[config.mk]
export PLATFORM = sky130hd
export DESIGN_NAME = add_seq_ctrl
export DESIGN_NICKNAME = d
export VERILOG_FILES = /design/src/rtl/add_seq_ctrl.sv
export SDC_FILE = /design/constraint.sdc
export NUM_CORES = 1
export LEC_CHECK = 0
export BUFFER_PORTS_ARGS = -buffer_cell sky130_fd_sc_hd__clkbuf_2
export CAP_MARGIN = 20
export CORE_MARGIN = 1.5
export CORE_UTILIZATION = 50
export DETAILED_ROUTE_END_ITERATION = 8
export PLACE_DENSITY = 0.76
export SYNTH_ARGS = -nofsm -noshare
export SYNTH_HDL_FRONTEND = slang
export SYNTH_SLANG_ARGS = --single-unit
[constraint.sdc]
create_clock -name clk -period 5.62 [get_ports clk]
set_clock_uncertainty 0.1 [all_clocks]
set_input_delay 1.124 -clock clk [delete_from_list [all_inputs] [get_ports clk]]
set_output_delay 1.124 -clock clk [all_outputs]
set_load 0.05 [all_outputs]
[src/rtl/add_seq_ctrl.sv]
// add_seq_ctrl: sequential add/subtract controller. It processes one nibble
// per cycle through a shared external 4-bit CLA slice.
//
// Ports:
//   clk, rst               clock, asynchronous active-high reset
//   start, sub, a, b       operation request; sub=1 selects a-b; sampled while ready=1
//   ready                  1 when a new start can be accepted (IDLE or DONE)
//   done                   one-cycle pulse, result and flags valid
//   result, ovf, zero, neg registered result and signed-overflow/zero/negative flags
//   nib_a, nib_b, nib_cin  operand nibbles and carry-in driven to the CLA slice
//   nib_s, nib_g, nib_p    slice sum, group generate and group propagate
//
// Optional feature: define ADD_SEQ_SAT_EN to saturate result on signed overflow.
module add_seq_ctrl #(
   parameter int unsigned WIDTH = 16
) (
   input  logic             clk,
   input  logic             rst,
   input  logic             start,
   input  logic             sub,
   input  logic [WIDTH-1:0] a,
   input  logic [WIDTH-1:0] b,
   output logic             ready,
   output logic             done,
   output logic [WIDTH-1:0] result,
   output logic             ovf,
   output logic             zero,
   output logic             neg,
   output logic [3:0]       nib_a,
   output logic [3:0]       nib_b,
   output logic             nib_cin,
   input  logic [3:0]       nib_s,
   input  logic             nib_g,
   input  logic             nib_p
);

   localparam int unsigned NIB = WIDTH / 4;
   localparam int unsigned CW  = (NIB > 1) ? $clog2(NIB) : 1;
   localparam logic [CW-1:0] LAST = CW'(NIB - 1);

   typedef enum logic [1:0] {IDLE, RUN, DONE} state_t;

   state_t           state_q, state_d;
   logic [CW-1:0]    cnt_q, cnt_d;
   logic             carry_q, carry_d;
   logic [WIDTH-1:0] op_a_q, op_a_d;
   logic [WIDTH-1:0] op_b_q, op_b_d;
   logic [WIDTH-1:0] result_q, result_d;
   logic             ovf_q, ovf_d;
   logic             zero_q, zero_d;
   logic             neg_q, neg_d;

   // Bit offset of the current nibble. It is sized exactly to index a WIDTH-bit vector.
   logic [CW+1:0]    lsb;
   logic [3:0]       a_nib, b_nib;
   logic             carry_out;
   logic             msb_cin;

   assign lsb       = {cnt_q, 2'b00};
   assign a_nib     = op_a_q[lsb +: 4];
   assign b_nib     = op_b_q[lsb +: 4];
   assign carry_out = nib_g | (nib_p & carry_q);
   // Carry into the top bit is recovered from the sum bit: s = a ^ b ^ c.
   assign msb_cin   = nib_s[3] ^ a_nib[3] ^ b_nib[3];

   always_comb begin
      state_d  = state_q;
      cnt_d    = cnt_q;
      carry_d  = carry_q;
      op_a_d   = op_a_q;
      op_b_d   = op_b_q;
      result_d = result_q;
      ovf_d    = ovf_q;
      zero_d   = zero_q;
      neg_d    = neg_q;
      nib_a    = '0;
      nib_b    = '0;
      nib_cin  = 1'b0;

      case (state_q)
         IDLE, DONE: begin
            if (start) begin
               op_a_d  = a;
               op_b_d  = sub ? ~b : b;
               carry_d = sub;
               cnt_d   = '0;
               state_d = RUN;
            end else if (state_q == DONE) begin
               state_d = IDLE;
            end
         end
         RUN: begin
            nib_a             = a_nib;
            nib_b             = b_nib;
            nib_cin           = carry_q;
            result_d[lsb +: 4] = nib_s;
            carry_d           = carry_out;
            if (cnt_q == LAST) begin
               ovf_d = msb_cin ^ carry_out;
`ifdef ADD_SEQ_SAT_EN
               // On overflow, the MSB of the wrapped value has the wrong sign.
               // If that MSB is 1, the true result was a positive overflow.
               if (ovf_d) begin
                  result_d = nib_s[3] ? {1'b0, {(WIDTH-1){1'b1}}}
                                      : {1'b1, {(WIDTH-1){1'b0}}};
               end
`endif
               zero_d  = (result_d == '0);
               neg_d   = result_d[WIDTH-1];
               state_d = DONE;
            end else begin
               cnt_d = cnt_q + 1'b1;
            end
         end
         default: state_d = IDLE;
      endcase
   end

   always_ff @(posedge clk or posedge rst) begin
      if (rst) begin
         state_q  <= IDLE;
         cnt_q    <= '0;
         carry_q  <= 1'b0;
         op_a_q   <= '0;
         op_b_q   <= '0;
         result_q <= '0;
         ovf_q    <= 1'b0;
         zero_q   <= 1'b0;
         neg_q    <= 1'b0;
      end else begin
         state_q  <= state_d;
         cnt_q    <= cnt_d;
         carry_q  <= carry_d;
         op_a_q   <= op_a_d;
         op_b_q   <= op_b_d;
         result_q <= result_d;
         ovf_q    <= ovf_d;
         zero_q   <= zero_d;
         neg_q    <= neg_d;
      end
   end

   assign ready  = (state_q != RUN);
   assign done   = (state_q == DONE);
   assign result = result_q;
   assign ovf    = ovf_q;
   assign zero   = zero_q;
   assign neg    = neg_q;

endmodule

==> summary.txt <==
STATUS
------------------------------------------------------------------------------
Status                                                            complete, no violations

PLACED DESIGN
------------------------------------------------------------------------------
Total of buffers placed on input and output ports                           71
Final weighted congestion in routability-driven placement                0.778
Detailed-placement wirelength estimate                                 4.06 mm
Post-placement cell area                                             3150 um^2

LOGIC SYNTHESIS
------------------------------------------------------------------------------
Mean Syn Cell Area                                                   11.1 um^2
Post-synth EDFFs                                                             0
Post-synthesis sequential area ratio                                     50.9%
Gate Count Post-Synth                                                      248
Cell with the most instances after synthesis                      sky130_fd_sc_hd__dfrtp_1
Leading register cell type out of synthesis                       sky130_fd_sc_hd__dfrtp_1
Synth top area cells                                              sky130_fd_sc_hd__dfrtp_1 51%, sky130_fd_sc_hd__mux2_2 6.5%, sky130_fd_sc_hd__mux4_2 6.5%
Total nets after synthesis                                                 296
Cell taking the most area after synthesis                         sky130_fd_sc_hd__dfrtp_1
Register bit total from synthesis                                           56
Yosys warning count                                                          0
Commonest cells in the synthesized netlist                        56 x sky130_fd_sc_hd__dfrtp_1, 36 x sky130_fd_sc_hd__nand2_1, 26 x sky130_fd_sc_hd__o21ai_0
Top-area cell type share of the netlist area                             50.9%
Fraction of registers with async set/reset                                100%
Netlist area before placement                                        2760 um^2
Count of distinct cell types in the synthesized netlist                     38

ROUTING
------------------------------------------------------------------------------
Detailed-route DRC error count                                               0
Vias                                                                      2063
Detail-routed via count per cell                                          5.36
Overall routed net length                                              5.61 mm
Pre-antenna DRT Iters                                                        4
DRC marker count from the first detailed-route iteration                    56
Count of nets left with antenna violations after detail routing              0
Routed wire length per instance                                        14.6 um

CLOCK NETWORK
------------------------------------------------------------------------------
Clock insertion delay at the later pin of the skew report              0.31 ns
Hold_buf cts                                                                 0
H-tree level count                                                           2
Clk sinks                                                                   56
Resized cells post-CTS                                                       0
Buffer count from post-CTS setup fixing                                      0
Cell chosen for the clock root                                    sky130_fd_sc_hd__clkbuf_8
CTS tree                                                                   yes
Total clock buffers created by CTS                                           5
Clock transition at the registers of the reported paths                0.09 ns
Number of buffers on the longest clock path                                  2

SETUP PATH
------------------------------------------------------------------------------
Critical path capture point type                                   output port
R2R Setup Slk                                                          2.89 ns
Worst setup SP type                                                       flop
Capture point of the worst reg-to-reg path                                zero
Critical path class                                               flop to output port
Maximum single-stage delay on the critical path                        0.86 ns
Startpoint of the worst-slack reg-to-reg timing path                  cnt_q[0]
Cell with the largest stage delay on the worst path               sky130_fd_sc_hd__dfrtp_1
Family with the most delay on the worst path                        flip-flops
Length in cells of the worst reg-to-reg path                                 6
Worst EP arrival                                                       2.20 ns
Worst-path fanout max                                                       17
Crit path buffers/inverters                                                  1
CP Cell Sequence                                                  mux4_2 -> and2_1 -> clkbuf_2
Worst Path Required                                                    4.40 ns

FLOORPLAN
------------------------------------------------------------------------------
Vertical die dimension                                                 77.2 um
Overall die area                                                     5960 um^2
Cell Rows                                                                   26
Ports                                                                       72
Horizontal extent of the die                                           77.2 um
Floorplan Core Area                                                  5200 um^2
Starting Density                                                         52.9%

GLOBAL ROUTING
------------------------------------------------------------------------------
Via count of the first global-routing pass                                2047
Overall Global Routing Usage                                             20.2%
Largest net degree at the start of global routing                           57
Global-route wire length before repair                                 9.54 mm
Antenna violations before repair                                             0
Final global-route overflow total                                            0

FINAL LAYOUT
------------------------------------------------------------------------------
Layout overhead on the synthesized area                                  17.7%
Final antenna diode count                                                    0
Fillers                                                                    447
Final Cell Area                                                      3240 um^2
Fraction of layout instances using a drive strength above 1              33.7%
Number of nets in the final layout                                         362

TIMING
------------------------------------------------------------------------------
Endpoints failing setup                                                      0
Remaining max-slew budget at the tightest pin                            36.5%
Final Cycle Share                                                        61.0%
Fmax                                                                   292 MHz
Final count of hold timing violations                                        0
Setup TNS                                                                 0 ns
Period minus WS final                                                  3.43 ns
Max-slew violation total from the final report                               0
Worst-Margin Slew                                                     0.952 ns
Setup repair after global routing missed its margin                      false

POWER
------------------------------------------------------------------------------
Leakage dissipation                                                    1.53 nW
Worst-case vdd ir drop                                                  339 uV
Total power density per cell area                                  645 nW/um^2

FLOW RUN
------------------------------------------------------------------------------
Number of violations of the max-capacitance limit                            0

HOLD PATH
------------------------------------------------------------------------------
Number of cells on the worst hold path                                       2
Hold Startpoint                                                     op_b_q[13]
Worst hold path endpoint                                            op_b_q[13]
Worst hold path type                                              flop to flop

-- report_power, final --
part	total, mW	internal (mW)	switching (mW)
Clock	0.223	0.101	0.123
Sequential	0.736	0.584	0.151
Combinational	1.13	0.409	0.724
-- cell families (layout without fill, tap and decap cells) --
logic type / Yosys count / after routing / share of synthesized area (%)
xor gates and xnor gates: 19 / 19 / 6.04
AOI/OAI and AO/OA: 51 / 51 / 11.6
and+or+nand+nor: 72 / 72 / 12.5
DFF: 56 / 56 / 50.9
adders and majority gates: 6 / 6 / 2.72
buffers and inverters: 20 / 87 / 3.13
muxes: 24 / 24 / 13.1
-- area by class of cell --
type | count | area [um^2] | area share (%)
Timing Repair Buffer | 73 | 370 | 11.4
Multi-Input combinational cell | 172 | 1270 | 39.2
Tap cell | 70 | 87.6 | 2.70
Clock buffer | 8 | 90.1 | 2.78
Inverter | 6 | 22.5 | 0.695
Sequential cell | 56 | 1400 | 43.2
-- registers in the layout, indices dropped and copies added (netlist names) --
| register | cells |
|---|---|
| zero | 1 |
| ovf | 1 |
| neg | 1 |
| result | 16 |
| op_b_q | 16 |
| op_a_q | 16 |
| state_q | 2 |
| cnt_q | 2 |
| carry_q | 1 |
-- routing by layer --
| layer | global-route usage, % | part of all wire [%] | wire length (um) |
|---|---|---|---|
| met1 | 25.9 | 45 | 2510 |
| met2 | 33.0 | 48 | 2680 |
| met3 | 6.19 | 6.3 | 356 |
| met4 | 6.00 | 1.3 | 71 |
| met5 | 0 | 0 | 0 |
-- worst max path at each step --
stage,depth (start not counted),start,to,slack [ns]
floorplan,3,cnt_q[0],nib_b[0],2.89
global placement,3,cnt_q[0],nib_a[3],2.53
detailed placement,3,cnt_q[0],nib_b[3],2.49
CTS,3,cnt_q[0],nib_b[3],2.14
global route,3,cnt_q[0],nib_a[3],2.05
finish,3,cnt_q[0],nib_b[3],2.19
-- tightest hold or removal path, cell delays in order (launching register included) --
cell and delay, ns:
sky130_fd_sc_hd__dfrtp_1 0.35, sky130_fd_sc_hd__nand2_1 0.04, sky130_fd_sc_hd__o21ai_0 0.06
-- cell usage in the layout, fill, tap and decap left out, types with 6 or more instances in the layout --
master                     count
sky130_fd_sc_hd__ha_1          6
sky130_fd_sc_hd__xnor2_1      18
sky130_fd_sc_hd__dfrtp_1      56
sky130_fd_sc_hd__o21ai_0      26
sky130_fd_sc_hd__clkbuf_8      6
sky130_fd_sc_hd__and2_1        9
sky130_fd_sc_hd__mux4_2        8
sky130_fd_sc_hd__nor2_1        8
sky130_fd_sc_hd__mux2_2       16
sky130_fd_sc_hd__a22o_1       11
sky130_fd_sc_hd__nand2_1      36
sky130_fd_sc_hd__clkbuf_2     71
-- through the flow --
| step | setup WS, ns | std cells | total power [mW] | util, % | hold slack (ns) |
|---|---|---|---|---|---|
| 6_report | 2.19 | 385 | 2.09 | 62.3 | 0.388 |
| 5_1_grt | 2.05 | 385 | 2.23 | 62.3 | 0.413 |
| 4_1_cts | 2.14 | 385 | 2.11 | 62.3 | 0.387 |
| 3_5_place_dp | 2.49 | 377 | 1.88 | 60.6 | 0.366 |
| 3_3_place_gp | 2.53 | 377 | 1.86 | 60.6 | 0.362 |
| 2_1_floorplan | 2.89 | 248 | 1.62 | - | 0.345 |
No activity file was read; power rests on OpenSTA's default activity.
